`config.mk`:
```
export PLATFORM = sky130hd
export DESIGN_NAME = key_filter_array
export DESIGN_NICKNAME = d
export VERILOG_FILES = /design/src/rtl/key_pkg.sv /design/src/rtl/key_chan.sv /design/src/rtl/key_filter_array.sv
export SDC_FILE = /design/constraint.sdc
export NUM_CORES = 1
export LEC_CHECK = 0
export CAP_MARGIN = 25
export CELL_PAD_IN_SITES_DETAIL_PLACEMENT = 0
export CELL_PAD_IN_SITES_GLOBAL_PLACEMENT = 1
export CORE_MARGIN = 3
export CORE_UTILIZATION = 48
export DETAILED_ROUTE_END_ITERATION = 6
export GPL_ROUTABILITY_DRIVEN = 0
export PLACE_DENSITY = 0.79
export SYNTH_ARGS = -nofsm -noshare
export SYNTH_HDL_FRONTEND = slang
export SYNTH_HIERARCHICAL = 1
export SYNTH_SLANG_ARGS = --single-unit
```
`constraint.sdc`:
```
create_clock -name clk -period 2.82 [get_ports clk]
set_input_delay 0.282 -clock clk [delete_from_list [all_inputs] [get_ports clk]]
set_output_delay 0.282 -clock clk [all_outputs]
set_load 0.1 [all_outputs]
```
`src/rtl/key_pkg.sv`:
```
// Shared types and helpers for the key conditioning channels.
// The optional long-press feature is selected with KEY_LONGPRESS_EN.
package key_pkg;

    typedef enum logic [1:0] {
        KEY_UP,
        KEY_CONF_DN,
        KEY_DOWN,
        KEY_CONF_UP
    } key_state_t;

    // Milliseconds to clock cycles for a given clock frequency.
    function automatic int ms_to_cyc(input int clk_hz, input int ms);
        return (clk_hz / 1000) * ms;
    endfunction

    // Bits needed to hold values 0..n inclusive.
    function automatic int cnt_width(input int n);
        return (n < 1) ? 1 : $clog2(n + 1);
    endfunction

endpackage

```
`src/rtl/key_chan.sv`:
```
// One key channel: 2-flop synchroniser, polarity normalisation, restart-on-bounce
// debounce FSM with registered press/release pulses and, when KEY_LONGPRESS_EN
// is defined, a saturating held counter driving a single long-press pulse.
module key_chan
    import key_pkg::*;
#(
    parameter int DB_CYC     = 4,
    parameter int CW         = 3,
`ifdef KEY_LONGPRESS_EN
    parameter int LONG_CYC   = 10,
`endif
    parameter bit ACTIVE_LOW = 1'b1
) (
    input  logic clk,
    input  logic nrst,
    input  logic key_in,
    output logic key_level,
    output logic key_press,
    output logic key_release,
    output logic key_long
);

    localparam logic [CW-1:0] DB_LAST = CW'(DB_CYC - 1);
    localparam logic [CW-1:0] ONE     = CW'(1);
`ifdef KEY_LONGPRESS_EN
    localparam logic [CW-1:0] LONG_LAST = CW'(LONG_CYC - 1);
    localparam logic [CW-1:0] LONG_SAT  = CW'(LONG_CYC);
    logic                     long_done;
`endif

    logic       sync_p0;
    logic       sync_p1;
    logic       s;
    key_state_t state;
    logic [CW-1:0] cnt;

    assign s = sync_p1;

    // Normalise to 1 = pressed and bring the raw pin into the clk domain.
    always_ff @(posedge clk or negedge nrst) begin
        if (!nrst) begin
            sync_p0 <= 1'b0;
            sync_p1 <= 1'b0;
        end else begin
            sync_p0 <= key_in ^ ACTIVE_LOW;
            sync_p1 <= sync_p0;
        end
    end

    // Debounce FSM: any disagreement during confirmation restarts from the old level.
    always_ff @(posedge clk or negedge nrst) begin
        if (!nrst) begin
            state       <= KEY_UP;
            cnt         <= '0;
            key_level   <= 1'b0;
            key_press   <= 1'b0;
            key_release <= 1'b0;
`ifdef KEY_LONGPRESS_EN
            key_long    <= 1'b0;
            long_done   <= 1'b0;
`endif
        end else begin
            key_press   <= 1'b0;
            key_release <= 1'b0;
`ifdef KEY_LONGPRESS_EN
            key_long    <= 1'b0;
`endif
            case (state)
                KEY_UP: begin
                    cnt <= '0;
                    if (s) state <= KEY_CONF_DN;
                end
                KEY_CONF_DN: begin
                    if (!s) begin
                        state <= KEY_UP;
                        cnt   <= '0;
                    end else if (cnt == DB_LAST) begin
                        state     <= KEY_DOWN;
                        key_level <= 1'b1;
                        key_press <= 1'b1;
                        cnt       <= '0;
`ifdef KEY_LONGPRESS_EN
                        long_done <= 1'b0;
`endif
                    end else begin
                        cnt <= cnt + ONE;
                    end
                end
                KEY_DOWN: begin
`ifdef KEY_LONGPRESS_EN
                    // One long pulse per accepted press, even if a release bounce restarts the count.
                    if (cnt == LONG_LAST && !long_done) begin
                        key_long  <= 1'b1;
                        long_done <= 1'b1;
                    end
`endif
                    if (!s) begin
                        state <= KEY_CONF_UP;
                        cnt   <= '0;
                    end else begin
`ifdef KEY_LONGPRESS_EN
                        if (cnt != LONG_SAT) cnt <= cnt + ONE;
`else
                        cnt <= '0;
`endif
                    end
                end
                KEY_CONF_UP: begin
                    if (s) begin
                        state <= KEY_DOWN;
                        cnt   <= '0;
                    end else if (cnt == DB_LAST) begin
                        state       <= KEY_UP;
                        key_level   <= 1'b0;
                        key_release <= 1'b1;
                        cnt         <= '0;
                    end else begin
                        cnt <= cnt + ONE;
                    end
                end
                default: begin
                    state <= KEY_UP;
                    cnt   <= '0;
                end
            endcase
        end
    end

`ifndef KEY_LONGPRESS_EN
    assign key_long = 1'b0;
`endif

endmodule

```
`src/rtl/key_filter_array.sv`:
```
// N_KEYS independent debounced key channels with press/release/long-press pulses.
// Long-press detection is built only when KEY_LONGPRESS_EN is defined.
module key_filter_array
    import key_pkg::*;
#(
    parameter int N_KEYS      = 4,
    parameter int CLK_HZ      = 50_000_000,
    parameter int DEBOUNCE_MS = 20,
    parameter int LONG_MS     = 1000,
    parameter int ACTIVE_LOW  = 1
) (
    input  logic              clk,
    input  logic              nrst,
    input  logic [N_KEYS-1:0] key_in,
    output logic [N_KEYS-1:0] key_level,
    output logic [N_KEYS-1:0] key_press,
    output logic [N_KEYS-1:0] key_release,
    output logic [N_KEYS-1:0] key_long
);

    localparam int DB_CYC = ms_to_cyc(CLK_HZ, DEBOUNCE_MS);
`ifdef KEY_LONGPRESS_EN
    localparam int LONG_CYC = ms_to_cyc(CLK_HZ, LONG_MS);
    localparam int CNT_MAX  = (LONG_CYC > DB_CYC) ? LONG_CYC : DB_CYC;
`else
    localparam int CNT_MAX  = DB_CYC;
`endif
    localparam int CW       = cnt_width(CNT_MAX);
    localparam bit POL      = (ACTIVE_LOW != 0);

    // Reject configurations the channel FSM cannot honour.
    generate
        if (DB_CYC < 2 || LONG_MS < 0 || N_KEYS < 1 || N_KEYS > 32) begin : g_bad_cfg
            $error("key_filter_array: need DB_CYC >= 2, LONG_MS >= 0, 1 <= N_KEYS <= 32");
        end
    endgenerate

    // One fully independent conditioner per key.
    generate
        for (genvar i = 0; i < N_KEYS; i++) begin : g_chan
            key_chan #(
                .DB_CYC     (DB_CYC),
                .CW         (CW),
`ifdef KEY_LONGPRESS_EN
                .LONG_CYC   (LONG_CYC),
`endif
                .ACTIVE_LOW (POL)
            ) u_chan (
                .clk         (clk),
                .nrst        (nrst),
                .key_in      (key_in[i]),
                .key_level   (key_level[i]),
                .key_press   (key_press[i]),
                .key_release (key_release[i]),
                .key_long    (key_long[i])
            );
        end
    endgenerate

endmodule

```
==> impl_metrics.py <==
metrics = {
    "die": {
        "rows": 37,
        "die_w_um": 110,
        "fp.dieH_um": 110,
        "core_mm2": 0.0104,
        "io_pins": 22,
        "initial_utilization_pct": 49.9,
        "dieArea_mm2": 0.0121,
    },
    "layout": {
        "filler_cell_count": 961,
        "drive_above_1_share_pct": 9.59,
        "final_nets": 548,
        "multi_input_area_mm2": 0.00226,
        "design_area_mm2": 0.00571,
        "seq_area_mm2": 0.00270,
        "syn2layout_area_growth_pct": 9.82,
        "n_antenna_cell": 0,
        "fin_util_pct": 54.8,
    },
    "synth": {
        "synth_top_cell_by_area": "dfrtp_1",
        "syn_area_mm2": 0.00520,
        "ys_types": 48,
        "synth_edf_count": 0,
        "async_flop_share_pct": 100,
        "yosysMostFrequentCell": "dfrtp_1",
        "ys_top_cells_by_area": "dfrtp_1 (52%), xnor2_1 (6.9%), nor2_1 (5.1%), nand3_1 (2.9%), nand4_1 (2.3%)",
        "synth_nets": 537,
        "netlist_instances": 527,
        "synth.yosys.seq_area_share_pct": 52.0,
        "ys_ff_latch": 108,
        "syn-mean-instance-area_um2": 9.86,
        "yosys_warnings": 6,
        "ys.flop_type": "dfrtp_1",
        "netlist.area_leader.share_pct": 52.0,
        "synth_common_cells": "dfrtp_1 (108), nor2_1 (70), xnor2_1 (41), inv_1 (31), nand3_1 (30)",
    },
    "worst_setup_path": {
        "startpoint": "g_chan[2].u_chan/cnt[0]",
        "end_kind": "register",
        "timing.rr.start": "g_chan[2].u_chan/cnt[0]",
        "crit_arrival_ns": 2.44,
        "cp_num_buf_inv": 0,
        "slowest_delay_ns": 0.70,
        "cp.required_ns": 3.12,
        "startpoint_type": "register",
        "path_class": "reg -> reg",
        "regToRegSetupSlack_ns": 0.68,
        "path_delay_family": "simple AND/OR/NAND/NOR gates",
        "cp_slowest_cell": "or4_1",
        "crit_chain": "ha_1 -> nand3_2 -> or4_1 -> or4_4 -> a21oi_2",
        "worstPathMaxFanout": 7,
    },
    "run": {
        "cap_violations": 0,
    },
    "drt": {
        "firstDrtPassIters": 6,
        "ant_nets": 0,
        "initialDrtViolationCount": 202,
        "wl_um": 9310,
        "wl_per_cell_um": 13.7,
        "route.detailed.drc": 0,
        "viasPerCell": 5.44,
        "num_vias": 3689,
    },
    "global_routing": {
        "grt_overflow": 0,
        "grt_usage_pct": 16.7,
        "grt_pass1_vias": 3465,
        "antenna_found_initial": 0,
        "grt_max_degree": 78,
        "grt_first_pass_wirelength_um": 16100,
    },
    "sta": {
        "setup_viol": 0,
        "clock_skew_ns": 0.00543,
        "slew_viol_final": 0,
        "rsz0062_at_grt": "false",
        "finalCriticalPeriod_ns": 2.14,
        "setup-tns-final_ns": 0,
        "timing.hold.ws_ns": 0.355,
        "hold_viol_final": 0,
        "fin_crit_sh_pct": 75.9,
        "relSlewSlack_pct": 63.0,
        "worst_pin_slew_ns": 0.550,
        "max_freq_ghz": 0.467,
    },
    "place": {
        "dpl.hpwl_um": 6330,
        "io_buffers": 17,
        "placed_cell_area_mm2": 0.00543,
    },
    "cts": {
        "cts_setup_buffers": 0,
        "cts.htree.levels": 3,
        "path_clk_slew_ns": 0.10,
        "clock_path_buffers": 2,
        "cts_tree": "done",
        "root_buffer": "clkbuf_8",
        "clk_latency_ns": 0.36,
        "cts_num_sinks": 108,
        "cts_buffers": 9,
    },
    "power": {
        "ir_drop_uv": 314,
        "power_per_cell_area_mw_per_mm2": 509,
        "p_leak_uw": 0.00228,
    },
    "min_path": {
        "hold_path.class": "reg -> reg",
        "min-delay-start": "g_chan[2].u_chan/sync_p0",
    },
    "run_status": {
        "status": "finished, final reports clean",
    },
}
[metal layers]
metal	vias up	routed length [um]	track usage [%]
met1	1801	4620	23.0
met2	35	4340	26.5
met4	0	65	4.01
met5	-	0	0
met3	4	285	4.31
li1	1849	-	-
[through the flow]
| stage | cells | total power (uW) | setup slack [ns] |
|---|---|---|---|
| floorplan | 527 | 1660 | 0.845 |
| global placement | 662 | 1710 | 0.737 |
| detailed placement | 662 | 1710 | 0.697 |
| CTS | 678 | 2950 | 0.688 |
| global route | 678 | 3020 | 0.480 |
| finish | 678 | 2900 | 0.678 |
[power breakdown]
group          switching (uW)  internal, uW
logic                    81.4          22.8
clock network             502           723
registers                12.7          1560
[logic make-up (layout without fill, tap and decap cells)]
group / after synthesis / count (layout) / share of synthesized area, %
buf+inv: 53 / 68 / 4.57
flops: 108 / 108 / 52.0
fa+ha+maj: 4 / 4 / 0.963
other cells: 4 / 4 / 0.289
mux: 2 / 2 / 0.385
compound gates: 60 / 60 / 6.98
simple gates: 242 / 242 / 25.7
xor+xnor: 54 / 54 / 9.10
[worst reg2reg max path, delay by kind of cell, from the launching register on]
| kind | cells | cell delay, ns |
|---|---|---|
| DFF | 1 | 0.40 |
| and+or+nand+nor | 3 | 1.33 |
| AOI/OAI and AO/OA | 1 | 0.14 |
| adders and majority gates | 1 | 0.22 |
[layout by cell type, fill, tap and decap left out, types with 5 or more instances in the layout]
master    Yosys  routed
inv_1        31      31
and4_1        5       5
nand2_1      28      28
o31ai_1       5       5
nor2_1       70      70
or4_1         9       9
and2_1        9       9
o21ai_0      20      20
nor4_1       17      17
buf_4         5      16
nor3_1       14      14
nand4_1      19      19
a21oi_1      20      20
or3_1        14      14
nand3_1      30      30
xnor2_1      41      41
clkbuf_8      1      11
xor2_1       13      13
dfrtp_1     108     108
[flip-flops by register name, summed over array words and instances, names as in the netlist, named ones only]
signal and count:
g_chan.u_chan/cnt 80, g_chan.u_chan/key_level 4, g_chan.u_chan/key_press 4, g_chan.u_chan/key_release 4, g_chan.u_chan/s 4, g_chan.u_chan/state 4
g_chan.u_chan/sync_p0 4
[layout make-up]
class                      count  share of cell area [%]
multi-input combinational    366                    39.5
sequential                   108                    47.3
tap                          136                    2.98
clock buffer                  11                    2.65
timing repair buffer          22                    3.33
clock inverter                 4                    2.10
inverter                      31                    2.04
[final timing paths]
kind	cells after the start	to
setup / recovery	5	g_chan[2].u_chan/cnt[18]
hold / removal	0	g_chan[2].u_chan/s
setup reg to reg	5	g_chan[2].u_chan/cnt[18]
hold reg to reg	0	g_chan[2].u_chan/s
max in group asynchronous	3	g_chan[3].u_chan/cnt[13]
min in group asynchronous	2	async pin
[repair_timing]
item / 4_1_cts / 5_1_grt
hold endpoints to repair: 31 / 0
resized for setup: 0 / 0
hold buffers: 1 / 0
Note: power is estimated with default switching activity, not from simulation.
